--- src/rtl/axi4_lite_master_p.sv ---
// AXI4-Lite master: single-request command port bridged to the five AXI4-Lite channels.
// Optional feature macro: AXI_MASTER_WSTRB_EN (drive WSTRB from the latched wstrb operand).
module axi4_lite_master_p #(
    parameter  int ADDR_WIDTH = 4,
    parameter  int DATA_WIDTH = 32,
    localparam int STRB_WIDTH = DATA_WIDTH / 8
) (
    input  logic                  ACLK,
    input  logic                  ARESETn,
    output logic [ADDR_WIDTH-1:0] AWADDR,
    output logic                  AWVALID,
    input  logic                  AWREADY,
    output logic [DATA_WIDTH-1:0] WDATA,
    output logic [STRB_WIDTH-1:0] WSTRB,
    output logic                  WVALID,
    input  logic                  WREADY,
    input  logic [1:0]            BRESP,
    input  logic                  BVALID,
    output logic                  BREADY,
    output logic [ADDR_WIDTH-1:0] ARADDR,
    output logic                  ARVALID,
    input  logic                  ARREADY,
    input  logic [DATA_WIDTH-1:0] RDATA,
    input  logic [1:0]            RRESP,
    input  logic                  RVALID,
    output logic                  RREADY,
    input  logic                  transfer,
    input  logic                  write,
    input  logic [ADDR_WIDTH-1:0] addr,
    input  logic [DATA_WIDTH-1:0] wdata,
    input  logic [STRB_WIDTH-1:0] wstrb,
    output logic                  ready,
    output logic                  busy,
    output logic [DATA_WIDTH-1:0] rdata,
    output logic [1:0]            resp
);

    typedef enum logic [2:0] {
        S_IDLE,
        S_WR,
        S_WR_RESP,
        S_RD_ADDR,
        S_RD_DATA
    } state_t;

    state_t                state_q, state_d;
    logic [ADDR_WIDTH-1:0] addr_q, addr_d;
    logic [DATA_WIDTH-1:0] wdata_q, wdata_d;
    logic [DATA_WIDTH-1:0] rdata_q, rdata_d;
    logic [STRB_WIDTH-1:0] wstrb_q, wstrb_d;
    logic [1:0]            resp_q, resp_d;
    logic                  awvalid_q, awvalid_d;
    logic                  wvalid_q, wvalid_d;
    logic                  bready_q, bready_d;
    logic                  arvalid_q, arvalid_d;
    logic                  rready_q, rready_d;
    logic                  aw_done_q, aw_done_d;
    logic                  w_done_q, w_done_d;
    logic                  ready_q, ready_d;
    logic                  busy_q, busy_d;

`ifndef AXI_MASTER_WSTRB_EN
    logic unused_wstrb;
    assign unused_wstrb = ^wstrb;
`endif

    // Every output register is loaded from its next-state value, so no output
    // ever depends combinationally on a READY/VALID input.
    always_comb begin
        state_d   = state_q;
        addr_d    = addr_q;
        wdata_d   = wdata_q;
        rdata_d   = rdata_q;
        wstrb_d   = wstrb_q;
        resp_d    = resp_q;
        awvalid_d = awvalid_q;
        wvalid_d  = wvalid_q;
        bready_d  = bready_q;
        arvalid_d = arvalid_q;
        rready_d  = rready_q;
        aw_done_d = aw_done_q;
        w_done_d  = w_done_q;
        ready_d   = 1'b0;

        case (state_q)
            S_IDLE: begin
                if (transfer) begin
                    addr_d    = addr;
                    wdata_d   = wdata;
`ifdef AXI_MASTER_WSTRB_EN
                    wstrb_d   = wstrb;
`endif
                    aw_done_d = 1'b0;
                    w_done_d  = 1'b0;
                    if (write) begin
                        state_d   = S_WR;
                        awvalid_d = 1'b1;
                        wvalid_d  = 1'b1;
                    end else begin
                        state_d   = S_RD_ADDR;
                        arvalid_d = 1'b1;
                    end
                end
            end
            S_WR: begin
                if (awvalid_q && AWREADY) begin
                    awvalid_d = 1'b0;
                    aw_done_d = 1'b1;
                end
                if (wvalid_q && WREADY) begin
                    wvalid_d = 1'b0;
                    w_done_d = 1'b1;
                end
                if (aw_done_d && w_done_d) begin
                    state_d  = S_WR_RESP;
                    bready_d = 1'b1;
                end
            end
            S_WR_RESP: begin
                if (BVALID) begin
                    bready_d = 1'b0;
                    resp_d   = BRESP;
                    ready_d  = 1'b1;
                    state_d  = S_IDLE;
                end
            end
            S_RD_ADDR: begin
                if (ARREADY) begin
                    arvalid_d = 1'b0;
                    rready_d  = 1'b1;
                    state_d   = S_RD_DATA;
                end
            end
            S_RD_DATA: begin
                if (RVALID) begin
                    rready_d = 1'b0;
                    rdata_d  = RDATA;
                    resp_d   = RRESP;
                    ready_d  = 1'b1;
                    state_d  = S_IDLE;
                end
            end
            default: state_d = S_IDLE;
        endcase

`ifndef AXI_MASTER_WSTRB_EN
        // Full-word writes only: strobes follow WVALID.
        wstrb_d = wvalid_d ? {STRB_WIDTH{1'b1}} : {STRB_WIDTH{1'b0}};
`endif
        busy_d = (state_d != S_IDLE);
    end

    always_ff @(posedge ACLK) begin
        if (!ARESETn) begin
            state_q   <= S_IDLE;
            addr_q    <= '0;
            wdata_q   <= '0;
            rdata_q   <= '0;
            wstrb_q   <= '0;
            resp_q    <= 2'b00;
            awvalid_q <= 1'b0;
            wvalid_q  <= 1'b0;
            bready_q  <= 1'b0;
            arvalid_q <= 1'b0;
            rready_q  <= 1'b0;
            aw_done_q <= 1'b0;
            w_done_q  <= 1'b0;
            ready_q   <= 1'b0;
            busy_q    <= 1'b0;
        end else begin
            state_q   <= state_d;
            addr_q    <= addr_d;
            wdata_q   <= wdata_d;
            rdata_q   <= rdata_d;
            wstrb_q   <= wstrb_d;
            resp_q    <= resp_d;
            awvalid_q <= awvalid_d;
            wvalid_q  <= wvalid_d;
            bready_q  <= bready_d;
            arvalid_q <= arvalid_d;
            rready_q  <= rready_d;
            aw_done_q <= aw_done_d;
            w_done_q  <= w_done_d;
            ready_q   <= ready_d;
            busy_q    <= busy_d;
        end
    end

    assign AWADDR  = addr_q;
    assign ARADDR  = addr_q;
    assign AWVALID = awvalid_q;
    assign WDATA   = wdata_q;
    assign WSTRB   = wstrb_q;
    assign WVALID  = wvalid_q;
    assign BREADY  = bready_q;
    assign ARVALID = arvalid_q;
    assign RREADY  = rready_q;
    assign ready   = ready_q;
    assign busy    = busy_q;
    assign rdata   = rdata_q;
    assign resp    = resp_q;

endmodule

--- config.mk ---
export PLATFORM = sky130hd
export DESIGN_NAME = axi4_lite_master_p
export DESIGN_NICKNAME = d
export VERILOG_FILES = /design/src/rtl/axi4_lite_master_p.sv
export SDC_FILE = /design/constraint.sdc
export NUM_CORES = 1
export LEC_CHECK = 0
export ABC_AREA = 1
export CAP_MARGIN = 30
export CELL_PAD_IN_SITES_DETAIL_PLACEMENT = 0
export CELL_PAD_IN_SITES_GLOBAL_PLACEMENT = 1
export CORE_MARGIN = 3
export CORE_UTILIZATION = 26
export DETAILED_ROUTE_END_ITERATION = 10
export PLACE_DENSITY_LB_ADDON = 0.3
export SKIP_LAST_GASP = 1
export SLEW_MARGIN = 20
export SYNTH_ARGS = -nofsm -noshare
export SYNTH_HDL_FRONTEND = slang
export SYNTH_SLANG_ARGS = --single-unit
--- constraint.sdc ---
create_clock -name ACLK -period 1.7 [get_ports ACLK]
set_input_delay 0.17 -clock ACLK [delete_from_list [all_inputs] [get_ports ACLK]]
set_output_delay 0.17 -clock ACLK [all_outputs]
set_load 0.005 [all_outputs]
==> impl_metrics.env <==
export IMPL_fin_crit_ns=1.49
export IMPL_critPathBufInv=1
export IMPL_p_seq_share_pct=45.6
export IMPL_layout_drive_gt1_share_pct=5.23
export IMPL_internal_power_uw=3470
export IMPL_area_growth_pct=64.6
export IMPL_clk_pin_slew_ns=0.06
export IMPL_synth_ff_type="dfxtp_1"
export IMPL_multi_input_area_sq_um=1090
export IMPL_clockRootBuffer="clkbuf_16"
export IMPL_tightest_slew_ns=0.360
export IMPL_grt_pass1_vias=2859
export IMPL_crit_chain="clkdlybuf4s50_1"
export IMPL_core_area_sq_um=11500
export IMPL_postCtsHoldBufs=0
export IMPL_netlist_instances=397
export IMPL_grt_max_degree=65
export IMPL_synth_top_cell_by_area="dfxtp_1"
export IMPL_status="finished clean"
export IMPL_critPathArrivalTime_ns=1.32
export IMPL_instances_no_fill=698
export IMPL_dp_slack_ns=0.267
export IMPL_relSlewSlack_pct=75.9
export IMPL_seq_area_frac_synth_pct=53.0
export IMPL_hold_viol=0
export IMPL_cpPeakStageDelay_ns=0.55
export IMPL_cts_htree_levels=3
export IMPL_p_switching_uw=1050
export IMPL_yosys_warnings=0
export IMPL_worstSetupEndpointType="output pin"
export IMPL_startpoint_type="flop"
export IMPL_grt_usage_pct=13.1
export IMPL_min_from="addr[2]"
export IMPL_grt_pass1_wl_mm=13.7
export IMPL_clockBufferDepth=2
export IMPL_power_density_nw_per_um2=887
export IMPL_rows=39
export IMPL_dpl_hpwl_mm=6.41
export IMPL_critPathMaxFanout=8
export IMPL_placed_cell_area_sq_um=4830
export IMPL_synth_area_leaders="dfxtp_1 (53%), nand2_1 (12%), a21oi_1 (12%), inv_1 (5.3%), o21ai_0 (4.8%)"
export IMPL_swShare_pct=23.2
export IMPL_slew_violations=0
export IMPL_io_pins=170
export IMPL_clock_latency_ns=0.33
export IMPL_min_delay_path_class="input port to flop"
export IMPL_cts_tree="yes"
export IMPL_max_freq_mhz=673
export IMPL_diodes=0
export IMPL_dp_cells=683
export IMPL_synth_commonest_cells="nand2_1 (99), dfxtp_1 (82), a21oi_1 (73), inv_1 (44), o21ai_0 (30)"
export IMPL_synthesis_nets=482
export IMPL_fin_skew_ns=0.00332
export IMPL_routedWlPerCell_um=12.4
export IMPL_dr_pass1_iters=5
export IMPL_place_gp_congestion=0.761
export IMPL_r2r_start="state_q[0]$_SDFF_PN0_"
export IMPL_critPathKind="flop to output pin"
export IMPL_final_nets=636
export IMPL_synth_cell_types=20
export IMPL_period_share_pct=87.4
export IMPL_post_cts_setup_buffers=0
export IMPL_gr_total_overflow=0
export IMPL_route_detailed_drc=0
export IMPL_syn_area_sq_um=3100
export IMPL_numClockSinks=82
export IMPL_routed_wl_mm=8.69
export IMPL_drt_iter0_drc=142
export IMPL_cpMaxStageDelayCell="clkdlybuf4s50_1"
export IMPL_pwr_share_clk_pct=39.6
export IMPL_setup_slack_ns=0.214
export IMPL_synth_async_reset_ratio_pct=0
export IMPL_netlist_area_leader_share_pct=53.0
export IMPL_worstPathRequired_ns=1.53
export IMPL_cts_buffers=9
export IMPL_crit_family="buffers and inverters"
export IMPL_cts_resized=0
export IMPL_combPwrFrac_pct=14.9
export IMPL_stdcell_area_sq_um=5100
export IMPL_leakage_uw=0.00191
export IMPL_peakVddDrop_mv=0.380
export IMPL_rsz0062_at_grt="no"
export IMPL_tns_ns=0
export IMPL_port_buffers=165
export IMPL_die_area_sq_um=13300
export IMPL_area_sequential_sq_um=1640
export IMPL_antenna_found_initial=0
export IMPL_initial_core_util_pct=26.9
export IMPL_die_h_um=115
export IMPL_synth_edf_count=0
export IMPL_viasPerCell=4.31
export IMPL_hold_ws_ns=0.387
export IMPL_num_vias=3010
export IMPL_ys_ff_latch=82
export IMPL_setup_violations=0
export IMPL_maxCapViolCount=0
export IMPL_dieWidth_um=115
export IMPL_nFillCells=1169
export IMPL_synth_most_common_cell="nand2_1"
export IMPL_syn_avg_cell_area_sq_um=7.80
export IMPL_antenna_left=0
-- final timing paths --
kind / to / slack, ns / cells after the start
worst max-delay path: WSTRB[2] / 0.21 / 1
worst min-delay path: ARADDR[2]$_SDFFE_PN0P_ / 0.39 / 3
worst max register to register: busy$_SDFF_PN0_ / 0.32 / 6
worst min register to register: rdata[13]$_SDFFE_PN0P_ / 0.44 / 2
-- cell usage in the layout (no fill, tap or decap), drive strengths merged --
master	netlist	routed
or2	1	1
nand4	3	3
o211a	1	1
nand3	10	10
inv	46	46
clkdlybuf4s50	0	165
nor3	2	2
buf	21	9
nand2	99	99
o21ai	35	35
a21oi	73	73
dfxtp	82	82
o21a	1	1
nor2	13	13
clkbuf	10	12
clkinv	0	3
-- power by group through the flow --
stage	clock network (uW)	logic, uW	registers (uW)
floorplan	0	270	2100
global placement	0	681	2100
detailed placement	0	679	2100
CTS	1880	685	2060
global route	1940	750	2070
finish	1790	672	2060
-- cells by family (layout without fill, tap and decap cells) --
| kind of cell | after synthesis | in the layout | synth area share [%] |
|---|---|---|---|
| and+or+nand+nor | 128 | 128 | 17.2 |
| AOI/OAI and AO/OA | 110 | 110 | 18.0 |
| DFF | 82 | 82 | 53.0 |
| buffers and inverters | 77 | 235 | 11.8 |
-- flip-flops by register name, indices dropped and copies added, names as in the netlist, named ones only --
name	count
ARADDR	4
ARVALID	1
AWVALID	1
BREADY	1
RREADY	1
WDATA	32
aw_done_q	1
busy	1
rdata	32
ready	1
resp	2
state_q	3
w_done_q	1
-- area by class of cell --
class | count | area share (%)
Timing Repair Buffer | 174 | 34.2
Sequential cell | 82 | 32.2
Multi-Input combinational cell | 238 | 21.4
Clock buffer | 12 | 5.03
Tap cell | 143 | 3.51
Inverter | 46 | 3.39
Clock inverter | 3 | 0.294
-- metal layers --
layer  track usage (%)  part of all wire (%)  vias up
li1                  -                     -     1568
met1              16.7                    45     1299
met2              18.7                    41      131
met3              6.32                    12       12
met4              5.63                   1.7        0
met5                 0                     0        -
-- through the flow --
step                      utilization (%)  power, uW
after CTS                            44.3       4620
after global routing                 44.3       4770
final                                44.3       4520
after global placement               41.9       2780
after detailed placement             41.9       2780
after floorplan                         -       2370
No activity file was read; power rests on OpenSTA's default activity.
